### config.mk
export PLATFORM = sky130hd
export DESIGN_NAME = hazard_unit
export DESIGN_NICKNAME = d
export VERILOG_FILES = /design/src/rtl/hazard_pkg.sv /design/src/rtl/hazard_unit_timer.sv /design/src/rtl/hazard_unit.sv
export SDC_FILE = /design/constraint.sdc
export NUM_CORES = 1
export LEC_CHECK = 0
export ABC_AREA = 1
export CAP_MARGIN = 30
export CORE_ASPECT_RATIO = 0.7
export CORE_MARGIN = 1.5
export CORE_UTILIZATION = 51
export CTS_CLUSTER_SIZE = 28
export DETAILED_ROUTE_END_ITERATION = 10
export PLACE_DENSITY = 0.81
export SLEW_MARGIN = 0
export SYNTH_ARGS = -nofsm -noshare
export SYNTH_HDL_FRONTEND = slang
export SYNTH_HIERARCHICAL = 1
export SYNTH_SLANG_ARGS = --single-unit
### constraint.sdc
create_clock -name clk -period 3.01 [get_ports clk]
set_input_delay 0.4515 -clock clk [delete_from_list [all_inputs] [get_ports clk]]
set_output_delay 0.4515 -clock clk [all_outputs]
set_load 0.03 [all_outputs]
### src/rtl/hazard_pkg.sv
// Shared types and constants for the pipeline hazard controller.
// Instruction-type encodings, FSM states and the bundled stage-control vector.
package hazard_pkg;

    localparam logic [3:0] ITYPE_LOAD      = 4'd2;
    localparam logic [3:0] ITYPE_STORE     = 4'd3;
    localparam logic [3:0] ITYPE_PIXEL_MIN = 4'd10;

    typedef enum logic [1:0] {RUN, LU_STALL, FLUSH, MEM_WAIT} hz_state_t;

    typedef struct packed {
        logic pc_en;
        logic ifid_en;
        logic ifid_flush;
        logic idex_en;
        logic idex_bubble;
        logic exmem_en;
        logic memwb_en;
    } hz_ctrl_t;

    // Field order: pc, ifid, ifid_flush, idex, idex_bubble, exmem, memwb
    localparam hz_ctrl_t CTRL_RUN    = hz_ctrl_t'(7'b1101011);
    localparam hz_ctrl_t CTRL_BRANCH = hz_ctrl_t'(7'b1111111);
    localparam hz_ctrl_t CTRL_FLUSH  = hz_ctrl_t'(7'b1111011);
    localparam hz_ctrl_t CTRL_LU     = hz_ctrl_t'(7'b0001111);
    localparam hz_ctrl_t CTRL_FREEZE = hz_ctrl_t'(7'b0000000);
    localparam hz_ctrl_t CTRL_RESET  = hz_ctrl_t'(7'b0010100);

    function automatic logic is_memop(input logic [3:0] itype);
        return (itype == ITYPE_LOAD) || (itype == ITYPE_STORE) || (itype >= ITYPE_PIXEL_MIN);
    endfunction

endpackage

### src/rtl/hazard_unit_timer.sv
// Memory-wait cycle counter: start loads 1, inc counts up, clear returns to 0.
// tc_o flags that the count has reached MEM_TIMEOUT.
module mem_wait_timer #(
    parameter int MEM_TIMEOUT = 64
) (
    input  logic clk,
    input  logic rst_n,
    input  logic start_i,
    input  logic inc_i,
    input  logic clr_i,
    output logic tc_o
);

    localparam int TW = $clog2(MEM_TIMEOUT + 1);

    logic [TW-1:0] cnt_q, cnt_d;

    always_comb begin
        cnt_d = cnt_q;
        if (clr_i)        cnt_d = '0;
        else if (start_i) cnt_d = TW'(1);
        else if (inc_i)   cnt_d = cnt_q + TW'(1);
    end

    always_ff @(posedge clk or negedge rst_n) begin
        if (!rst_n) cnt_q <= '0;
        else        cnt_q <= cnt_d;
    end

    assign tc_o = (cnt_q == TW'(MEM_TIMEOUT));

endmodule

### src/rtl/hazard_unit.sv
// Pipeline stall/flush controller: load-use bubbles, taken-branch flushes and
// whole-pipe freezes while data memory is busy, plus a stall-cycle counter.
module hazard_unit
    import hazard_pkg::*;
#(
    parameter int BRANCH_PENALTY = 2,
    parameter int MEM_TIMEOUT    = 64,
    parameter int CNT_W          = 32
) (
    input  logic             clk,
    input  logic             rst_n,
    input  logic [4:0]       ifid_rs,
    input  logic [4:0]       ifid_rt,
    input  logic             ifid_rs_valid,
    input  logic             ifid_rt_valid,
    input  logic [3:0]       idex_instr_type,
    input  logic [4:0]       idex_wba,
    input  logic [3:0]       exmem_instr_type,
    input  logic             branch_taken,
    input  logic             mem_ready,
    output logic             pc_en,
    output logic             ifid_en,
    output logic             ifid_flush,
    output logic             idex_en,
    output logic             idex_bubble,
    output logic             exmem_en,
    output logic             memwb_en,
    output logic             mem_timeout,
    output logic [CNT_W-1:0] stall_cycles
);

    localparam int PW = (BRANCH_PENALTY > 1) ? $clog2(BRANCH_PENALTY) : 1;
    localparam logic [PW-1:0] PEN_RELOAD = PW'(BRANCH_PENALTY - 1);

    hz_state_t        state_q, state_d, ret_q, ret_d, base;
    logic [PW-1:0]    cnt_q, cnt_d;
    logic             to_q, to_d;
    logic [CNT_W-1:0] stall_q, stall_d;
    logic             mem_stall, load_use, wait_en, tc;
    logic             tmr_start, tmr_inc, tmr_clr;
    hz_ctrl_t         ctrl, ctrl_o;

    assign mem_stall = is_memop(exmem_instr_type) & ~mem_ready;
    assign load_use  = (idex_instr_type == ITYPE_LOAD) && (idex_wba != 5'd0) &&
                       ((ifid_rs_valid && (ifid_rs == idex_wba)) ||
                        (ifid_rt_valid && (ifid_rt == idex_wba)));

    mem_wait_timer #(.MEM_TIMEOUT(MEM_TIMEOUT)) u_timer (
        .clk     (clk),
        .rst_n   (rst_n),
        .start_i (tmr_start),
        .inc_i   (tmr_inc),
        .clr_i   (tmr_clr),
        .tc_o    (tc)
    );

    // A release cycle out of MEM_WAIT is evaluated as the state it returns to,
    // with the memory-wait term suppressed since the access just completed.
    always_comb begin
        ctrl      = CTRL_RUN;
        state_d   = state_q;
        ret_d     = ret_q;
        cnt_d     = cnt_q;
        to_d      = to_q;
        tmr_start = 1'b0;
        tmr_inc   = 1'b0;
        tmr_clr   = 1'b0;
        base      = state_q;
        wait_en   = 1'b1;

        if (state_q == MEM_WAIT) begin
            wait_en = 1'b0;
            if (mem_ready) begin
                base    = ret_q;
                tmr_clr = 1'b1;
            end else if (tc) begin
                base    = RUN;
                to_d    = 1'b1;
                tmr_clr = 1'b1;
            end else begin
                ctrl            = CTRL_FREEZE;
                ctrl.ifid_flush = (ret_q == FLUSH);
                tmr_inc         = 1'b1;
            end
        end

        if (base != MEM_WAIT) begin
            if (wait_en && mem_stall) begin
                ctrl            = CTRL_FREEZE;
                ctrl.ifid_flush = (base == FLUSH);
                state_d         = MEM_WAIT;
                ret_d           = (base == FLUSH) ? FLUSH : RUN;
                tmr_start       = 1'b1;
            end else if (base == LU_STALL) begin
                state_d = RUN;
            end else if (branch_taken) begin
                ctrl    = CTRL_BRANCH;
                cnt_d   = PEN_RELOAD;
                state_d = (BRANCH_PENALTY > 1) ? FLUSH : RUN;
            end else if (base == FLUSH) begin
                ctrl    = CTRL_FLUSH;
                cnt_d   = cnt_q - PW'(1);
                state_d = (cnt_q == PW'(1)) ? RUN : FLUSH;
            end else if (load_use) begin
                ctrl    = CTRL_LU;
                state_d = LU_STALL;
            end else begin
                state_d = RUN;
            end
        end
    end

    assign ctrl_o = rst_n ? ctrl : CTRL_RESET;

    always_comb begin
        stall_d = stall_q;
        if (!ctrl_o.pc_en && (stall_q != {CNT_W{1'b1}}))
            stall_d = stall_q + CNT_W'(1);
    end

    always_ff @(posedge clk or negedge rst_n) begin
        if (!rst_n) begin
            state_q <= RUN;
            ret_q   <= RUN;
            cnt_q   <= '0;
            to_q    <= 1'b0;
            stall_q <= '0;
        end else begin
            state_q <= state_d;
            ret_q   <= ret_d;
            cnt_q   <= cnt_d;
            to_q    <= to_d;
            stall_q <= stall_d;
        end
    end

    assign pc_en        = ctrl_o.pc_en;
    assign ifid_en      = ctrl_o.ifid_en;
    assign ifid_flush   = ctrl_o.ifid_flush;
    assign idex_en      = ctrl_o.idex_en;
    assign idex_bubble  = ctrl_o.idex_bubble;
    assign exmem_en     = ctrl_o.exmem_en;
    assign memwb_en     = ctrl_o.memwb_en;
    assign mem_timeout  = to_q;
    assign stall_cycles = stall_q;

endmodule

* Yosys cells after proc, flatten, opt, wreduce, memory -nomap -nowiden *
Index checks and enable logic that the tools add are counted.

storage, ports and cells
  bits in registers = 45
  input port bits = 29
  output and inout port bits = 40

operators by class
  $add $sub $neg = 3
  magnitude comparators = 1
  equality and inequality tests = 12
  muxes and demuxes = 34
  bitwise gates (word level) = 4
  reductions and logical operators = 16

operators by type and width
  cell                     number
  $mux W7                  13
  $add A32 B1 Y32 const B  1
  $ne A32 B32 Y1 const B   1
  $mux W2                  9
  $eq A4 B2 Y1 const B     3
  $mux W1                  12
  $eq A5 B5 Y1             2
  $add A7 B1 Y7 const B    1
  $eq A7 B7 Y1 const B     1
  $eq A2 B2 Y1 const B     3
  $logic_and A1 B1 Y1      6
  $reduce_bool A5 Y1       1
  $ge A4 B4 Y1 const B     1
  $reduce_and A4 Y1        1
  $logic_or A1 B1 Y1       3
  $not A1 Y1               3
  $reduce_and A3 Y1        1
  $reduce_bool A3 Y1       1
  $eq A2 B1 Y1 const B     1
  $ne A2 B2 Y1 const B     1
  $reduce_and A2 Y1        1
  $reduce_bool A2 Y1       1
  $and A1 B1 Y1            1
  $logic_not A1 Y1         1
  $sub A1 B1 Y1 const B    1

* Longest topological paths before layout *
Gate-level depths: netlist of run 1.

  depth after elaboration = 13
  depth in mapped cells = 16
  mapped depth without buffers = 15

* By module *
The synthesis of run 1 kept the hierarchy.

modules (own cells, without submodules)
  module          instances  cells an instance  area each (um^2)  seq. area each (um^2)
  hazard_unit     1          424                2721.4            925.9
  mem_wait_timer  1          58                 440.4             175.2

* Least setup slack after synthesis of run 1 *
Ideal clock, no wire load.

  path type = reg2out
  from = register u_timer.cnt_q[0]
  to = output port pc_en
  arrival time = 2572 ps
  data required time = 2558 ps
  setup slack = -14 ps
  cell stages (with the launch flop) = 13
  path buffers = 2
  cell sequence = dfrtp_1 -> inv_1 -> ha_1 -> nand4_1 -> nor3_1 -> nor2_1 -> nand2_2 -> nand2_1 -> nor2_1 -> nand2_2 -> buf_2 -> inv_1 -> buf_4

between the ends
  longest elaborated chain between the ends = 11
  elaborated cells between the ends (all ways) = 17
  classes of those cells = eq/ne (4); mux (13)

RTL lines
  item                                            line                                    RTL
  from (decl)                                     hazard_unit_timer.sv:16                 logic [TW-1:0] cnt_q, cnt_d;
  from (signal assigned)                          hazard_unit_timer.sv:27                 else cnt_q <= cnt_d;
  $eq A7 B7 Y1 (*)                                hazard_unit_timer.sv:30                 assign tc_o = (cnt_q == TW'(MEM_TIMEOUT));
  via tc                                          hazard_unit.sv:39                       logic mem_stall, load_use, wait_en, tc;
  $mux W2 / $mux W7 (equally long branches)       hazard_unit.sv:76                       end else if (tc) begin
  $mux W2 / $mux W7 (equally long branches)       hazard_unit.sv:73                       if (mem_ready) begin
  $mux W2 / $mux W7 (equally long branches)       hazard_unit.sv:71                       if (state_q == MEM_WAIT) begin
  $eq A2 B2 Y1 / $mux W7 (equally long branches)  hazard_unit.sv:100, hazard_unit.sv:104
  $mux W7                                         hazard_unit.sv:100                      end else if (base == FLUSH) begin
  $mux W7                                         hazard_unit.sv:96                       end else if (branch_taken) begin
  $mux W7                                         hazard_unit.sv:94                       end else if (base == LU_STALL) begin
  $mux W7                                         hazard_unit.sv:88                       if (wait_en && mem_stall) begin
  $mux W7 (*)                                     hazard_unit.sv:87                       if (base != MEM_WAIT) begin
  $mux W7 (*)                                     hazard_unit.sv:113                      assign ctrl_o = rst_n ? ctrl : CTRL_RESET;
  to (decl)                                       hazard_unit.sv:21                       output logic pc_en,

The timed path passes the listed nets; every way through them passes the cells marked *.

* Worst setup path after layout of run 1 *
  from = register u_timer.cnt_q[1]
  to = output port pc_en

Same word-level chain as after synthesis.

==> metrics.md, run 1 <==
| Metric | Value |
|---|---|
| Die X | `97.11 microns` |
| Worst-path clk slew | `0.08 ns` |
| Yosys warning total | `6` |
| Hold-fix buffers, CTS | `0` |
| Commonest non-fill, non-tap cell in the layout | `nand2_1` |
| Critical path class | `register to primary output` |
| WP data required | `2.56 ns` |
| TritonCTS Buffers | `5` |
| Initial antenna violation count | `0` |
| Fill count | `527` |
| Postcts setup bufs | `0` |
| CP startpoint | `u_timer/cnt_q[1]` |
| DR vias | `3283` |
| Most frequent cells in the layout | `nand2_1, clkdlybuf4s50_1, nor2_1` |
| Synth Net Count | `514` |
| Count of different cell masters after synthesis | `32` |
| Num ports | `69` |
| Share of power burned in registers | `39.9%` |
| Final hold violations | `0` |
| Post-synthesis register bit count | `44` |
| Fin crit share | `94.69%` |
| Final ANT Viol Nets | `0` |
| CP arrival | `2.40 ns` |
| RSZ-0062 raised after global routing | `false` |
| Starting density of the core | `54.12%` |
| Pins over their slew limit | `0` |
| Total negative slack | `0 ns` |
| HPWL Detailed | `6190 microns` |
| Outcome | `complete, no violations` |
| Startpoint types | `register` |
| Cell count after synthesis | `482` |
| Setup crit end kind | `primary output` |
| EDFF count, synth | `0` |
| Ys async rst share | `100.0%` |
| Pwr/cell area | `463.0 nW/um^2` |
| Clk sinks | `44` |
| Layout cell share with drive strength beyond 1 | `8.348%` |
| Layout Skew | `0.003981 ns` |
| Max Clk Rate | `350.8 MHz` |
| Place WS | `0.1013 ns` |
| Drt first pass iters | `5` |
| Maxcap violations | `0` |
| Post-synthesis sequential area ratio | `34.82%` |
| Drt total wl | `8156 microns` |
| Clk pwr share | `27.4%` |
| Die area | `6688 sq um` |
| First-pass GRT wire length | `13660 microns` |
| Final nets | `582` |
| Internal power | `1.194 mW` |
| Critical R2R Launch | `u_timer/cnt_q[1]` |
| Leakage | `2.036 nW` |
| Comb power frac | `32.7%` |
| Syn avg cell area | `6.560 sq um` |
| ANT cells | `0` |
| Later-pin clock latency in the skew report | `0.31 ns` |
| Vias/cell | `5.244` |
| Min Clock Period, post-route | `2.850 ns` |
| Pin count of the biggest net entering global routing | `32` |
| Wirelength per Cell | `13.03 microns` |
| Core Footprint | `5842 sq um` |
| Vias in the first global route | `2896` |
| Area Overhead vs Synth | `27.31%` |
| Switching share of power | `35.94%` |
| Die H | `68.88 microns` |
| Final WS setup | `0.1597 ns` |
| CTS root buf | `clkbuf_8` |
| TritonCTS clock tree | `done` |
| Total congestion overflow | `0` |
| Final GP Congestion | `0.9565` |
| Port Buffers | `67` |
| Row Count | `23` |
| Clock Path Buffers | `2` |
| Residual DRC count | `0` |
| CP max FO | `12` |
| Final Core Density | `68.90%` |
| Worst hold path class | `input pin to asynchronous set/reset pin` |
| Actual slew at the worst max-slew pin | `0.6764 ns` |
| NetSw | `0.6699 mW` |
| GRT Util Overall | `26.04%` |
| H-Tree Depth | `2` |
| Post-Syn Area | `3162 sq um` |
| Top FF cell, synth | `dfrtp_1` |
| Slew margin rel. | `54.49%` |
| IR Drop Worst-Case VDD | `0.4065 mV` |
| Hold Slack | `0.1768 ns` |
| Initial DRC Count | `199` |
| Finish-stage setup viols | `0` |
## repair_timing
action | in CTS | in global routing
resized for setup | 3 | 10
pin swaps | 0 | 1
endpoints found under the hold margin | 0 | 0
endpoints found under the setup margin | 4 | 7
## metal layers
| metal | vias up | track usage, % | wire length (microns) |
|---|---|---|---|
| met5 | - | 0 | 0 |
| met4 | 0 | 4.348 | 49 |
| met3 | 5 | 6.855 | 635 |
| met2 | 106 | 39.42 | 3427 |
| met1 | 1530 | 38.08 | 4044 |
| li1 | 1642 | - | - |
## path summary, 6_finish.rpt
kind	endpoint	cells after the start	slack [ns]
min in group clk	cnt_q	2	0.48
worst min-delay path	state_q[1]	2	0.18
worst max register to register	stall_cycles[14]	16	0.45
max in group asynchronous	stall_cycles[10]	2	2.59
worst max-delay path	pc_en	15	0.16
worst min register to register	cnt_q	2	0.48
## cells by family (layout without fill, tap and decap cells)
kind of cell	Yosys count	after routing	synth area share [%]
adders and majority gates	3	3	1.187
xor gates and xnor gates	25	25	6.925
and+or+nand+nor	330	330	45.15
AOI/OAI and AO/OA	15	15	2.928
buffers and inverters	65	134	8.983
DFF	44	44	34.82
## power groups by stage
stage / sequential, mW / clock (mW) / combinational [mW]
after global placement: 0.749 / 0 / 0.592
after floorplan: 0.814 / 0 / 0.322
after global routing: 0.761 / 0.547 / 0.679
final: 0.745 / 0.510 / 0.609
after detailed placement: 0.754 / 0 / 0.607
after CTS: 0.742 / 0.512 / 0.607
## final cells by class
cell class	instances	area, sq um	area share (%)
inverter	53	198.9	4.942
clock inverter	1	30.03	0.7460
tap	75	93.84	2.331
clock buffer	7	96.34	2.394
multi-input combinational	373	1797	44.64
sequential	44	1101	27.35
timing repair buffer	73	708.2	17.59
## synthesized netlist by cell type, types with 2 or more instances
cell type,number,area share (%)
nor2_1,56,6.6
o21ai_0,3,0.47
a31o_2,2,0.55
inv_1,50,5.9
buf_4,3,0.71
xor2_1,16,4.4
nand2_2,6,1.2
nor3_1,10,1.6
buf_6,3,1.1
ha_1,3,1.2
nand4_1,6,1.2
nand3_1,54,8.5
nand3b_1,3,0.71
nor2_4,2,0.71
dfrtp_1,44,35
nand2_1,183,22
nor3_2,2,0.63
xnor2_1,9,2.5
nor2_2,3,0.59
inv_2,3,0.36
buf_2,5,0.79
a21oi_1,6,0.95
## registers in the layout (all words and copies together), names as in the netlist
register and flops:
u_timer/cnt_q 7, cnt_q 1, ret_q 1, stall_cycles 32, state_q 2, mem_timeout 1
## per-stage QoR
step	instances	total power [mW]	instance area, sq um
4_1_cts	626	1.861	4008
3_3_place_gp	618	1.341	3879
6_report	626	1.864	4025
3_5_place_dp	618	1.361	3879
2_1_floorplan	482	1.136	3164
5_1_grt	626	1.987	4025
## critical path, stage by stage, from the launching register on
cell and delay (ns):
dfrtp_1 0.41, inv_1 0.08, ha_1 0.15, nand4_1 0.11, nor3_2 0.19, buf_4 0.15
inv_1 0.03, nand2_1 0.05, nand3_1 0.09, nand3_2 0.11, nand2_2 0.08, nor2_1 0.09
nand3_1 0.12, nand2_4 0.17, inv_1 0.07, buf_4 0.17
(Power assumes the default switching activity.)
==> inputs of run 2 (changes only) <==
Settings changed: ABC_AREA 1 to 0, CORE_ASPECT_RATIO 0.7 to default, CORE_UTILIZATION 51 to 48.
==> metrics.md, run 2 <==
| Metric | Value |
|---|---|
| Fin cells | `402 (-36%)` |
| Final ANT Viol Nets | `0 (unchanged)` |
| Setup crit end | `pc_en` |
| Most frequent cells in the layout | `clkdlybuf4s50_1, dfrtp_1, xor2_1` |
| IR Drop Worst-Case VDD | `0.4117 mV (+1.3%)` |
| Synth Net Count | `282 (-45%)` |
| Vias/cell | `5.306 (+1.2%)` |
| Max reg flops | `32 (unchanged)` |
| H-Tree Depth | `2 (unchanged)` |
| Flop-to-flop setup slack | `0.29 ns (-0.16 ns)` |
| Count of different cell masters after synthesis | `53 (+66%)` |
| Initial DRC Count | `84 (-58%)` |
| Finish-stage setup viols | `0 (unchanged)` |
| CP max FO | `14 (+2)` |
| Total congestion overflow | `0 (unchanged)` |
| Clock Path Buffers | `2 (unchanged)` |
| Min Clock Period, post-route | `2.847 ns (-0.003438 ns)` |
| Critical path class | `register to primary output` |
| Top cell type by total area after synthesis | `dfrtp_1` |
| Critical R2R Launch | `u_timer/cnt_q[0]` |
| Worst r2r dst | `stall_cycles[18]` |
| Post-synthesis register bit count | `44 (unchanged)` |
| Starting density of the core | `49.51% (-4.6 points)` |
| Worst-path clk slew | `0.08 ns (about the same)` |
| Post-placement cell area | `3317 sq um (-14%)` |
| Die area | `5712 sq um (-15%)` |
| First-pass GRT wire length | `8880 microns (-35%)` |
| Max Clk Rate | `351.3 MHz (+0.12%)` |
| Clk sinks | `44 (unchanged)` |
| Startpoint types | `register` |
| Pins over their slew limit | `0 (unchanged)` |
| Die X | `75.58 microns (-22%)` |
| Residual DRC count | `0 (unchanged)` |
| Pwr/cell area | `624.0 nW/um^2 (+35%)` |
| Leakage | `1.516 nW (-26%)` |
| Worst hold path class | `input pin to asynchronous set/reset pin` |
| Slew margin rel. | `67.65% (+13 points)` |
| WP data required | `2.56 ns (about the same)` |
| Post-layout instance area | `3475 sq um (-14%)` |
| Port Buffers | `67 (unchanged)` |
| Later-pin clock latency in the skew report | `0.29 ns (-0.02 ns)` |
| Drt first pass iters | `4 (-1)` |
| Layout Skew | `0.006810 ns (+0.002829 ns)` |
| ANT cells | `0 (unchanged)` |
| Outcome | `complete, no violations` |
| CTS root buf | `clkbuf_8` |
| Most frequent cell after synthesis | `dfrtp_1` |
| DR vias | `2133 (-35%)` |
| Die H | `75.58 microns (+9.7%)` |
| HPWL Detailed | `3926 microns (-37%)` |
| Post-synthesis sequential area ratio | `43.54% (+8.7 points)` |
| R2R depth | `11 (-5)` |
| RSZ-0062 raised after global routing | `false` |
| Final nets | `363 (-38%)` |
| Yosys warning total | `6 (unchanged)` |
| Post-synth top area share | `43.54% (+8.7 points)` |
| Final GP Congestion | `0.7952 (-17%)` |
| Fin crit share | `94.58% (-0.11 points)` |
| Pin count of the biggest net entering global routing | `29 (-9.4%)` |
| CP startpoint | `u_timer/cnt_q[3]` |
| GRT Util Overall | `20.14% (-5.9 points)` |
| Maxcap violations | `0 (unchanged)` |
| Synth cell count leaders | `dfrtp_1, xor2_1, nand2_1` |
| Final hold violations | `0 (unchanged)` |
| Ys async rst share | `100.0% (unchanged)` |
| Wirelength per Cell | `13.51 microns (+3.7%)` |
| Post-Syn Area | `2529 sq um (-20%)` |
| Num ports | `69 (unchanged)` |
| Placed Cells | `392 (-37%)` |
| Initial antenna violation count | `0 (unchanged)` |
| Syn avg cell area | `10.11 sq um (+54%)` |
| Top FF cell, synth | `dfrtp_1` |
| Setup crit end kind | `primary output` |
| Actual slew at the worst max-slew pin | `0.4808 ns (-0.1955 ns)` |
| CP arrival | `2.40 ns (about the same)` |
| Row Count | `26 (+13%)` |
| Drt total wl | `5432 microns (-33%)` |
| Commonest non-fill, non-tap cell in the layout | `clkdlybuf4s50_1` |
| TritonCTS clock tree | `done` |
| Vias in the first global route | `2024 (-30%)` |
| Cell count after synthesis | `250 (-48%)` |
| Core Footprint | `5107 sq um (-13%)` |
| Hold-fix buffers, CTS | `0 (unchanged)` |
| EDFF count, synth | `0 (unchanged)` |
| Area Overhead vs Synth | `37.41%` |
| TritonCTS Buffers | `5 (unchanged)` |
| Top area cells in the synthesized netlist | `dfrtp_1, xor2_1, xnor2_1` |
| Layout cell share with drive strength beyond 1 | `13.86% (+5.5 points)` |
-- run 2: changes by cell type after synthesis, sizes merged, moves of 3 or more --
cell    change
nor3b       +4
nand2     -165
a21oi       -3
nor3        +3
and3        +4
xor2       +15
mux2        +3
nand3b      -3
nor4b       +5
nor2       -43
inv        -45
or3         +6
nor4       +10
nand3      -45
-- run 2: cell families after synthesis --
| family | count (synthesis) | share of synthesized area (%) |
|---|---|---|
| fa+ha+maj | 3 | 1.485 |
| compound gates | 20 | 5.938 |
| flops | 44 | 43.54 |
| xor+xnor | 42 | 14.55 |
| simple gates | 118 | 27.66 |
| mux | 5 | 2.276 |
| buf+inv | 18 | 4.552 |
-- run 2: final cells by class --
| type | count | area (sq um) |
|---|---|---|
| clock buffers | 7 | 96.34 |
| clock inverters | 1 | 30.03 |
| fillers | 439 | 1633 |
| inverters | 8 | 30.03 |
| multi-input cells | 188 | 1318 |
| flip-flops and latches | 44 | 1101 |
| well taps | 70 | 87.58 |
| repair buffers | 84 | 812.0 |
-- run 2: per-layer routing --
| layer | GRT usage [%] | vias to the layer above | part of all wire (%) |
|---|---|---|---|
| met1 | 26.48 | 1036 | 44 |
| met3 | 3.704 | 5 | 3.6 |
| met5 | 0 | - | 0 |
| met4 | 5.556 | 0 | 1.0 |
| li1 | - | 1039 | - |
| met2 | 34.21 | 53 | 51 |
-- run 2: worst max-delay path, stage by stage (launching register included) --
cell      delay, ns
dfrtp_1        0.43
nor4_1         0.23
and3_1         0.24
and4bb_2       0.29
o21ba_2        0.26
nand2_1        0.11
a31oi_4        0.20
buf_12         0.17
buf_4          0.17
-- run 2: power breakdown --
part	internal, mW	switching [mW]
Sequential	0.711	0.153
Combinational	0.375	0.442
Clock	0.293	0.194
Total	1.38	0.789
-- run 2: repair_timing --
action                                  4_1_cts  5_1_grt
endpoints found under the setup margin        5        2
gates resized for setup                       6        0
buffers inserted                              0        1
pin swaps                                     0        1
gates cloned                                  0        1
-- run 2: stage by stage --
step / hold WS (ns) / worst slack [ns] / utilization [%] / TNS, ns / power (mW)
2_1_floorplan: 0.1559 / 0.5135 / - / 0 / 1.338
3_3_place_gp: 0.4576 / -0.03255 / 64.94 / -0.03255 / 1.662
3_5_place_dp: 0.4602 / -0.04775 / 64.94 / -0.04775 / 1.684
4_1_cts: 0.1624 / 0.1021 / 67.39 / 0 / 2.178
5_1_grt: 0.1838 / 0.02104 / 68.03 / 0 / 2.294
6_report: 0.1657 / 0.1632 / 68.03 / 0 / 2.168
-- run 2: how the worst min path moves through the flow --
stage	startpoint	to	slack [ns]
5_1_grt	rst_n	stall_cycles[13]	0.18
6_report	rst_n	stall_cycles[6]	0.17
3_3_place_gp	mem_timeout	mem_timeout	0.46
2_1_floorplan	rst_n	cnt_q	0.16
3_5_place_dp	mem_timeout	mem_timeout	0.46
4_1_cts	rst_n	stall_cycles[6]	0.16
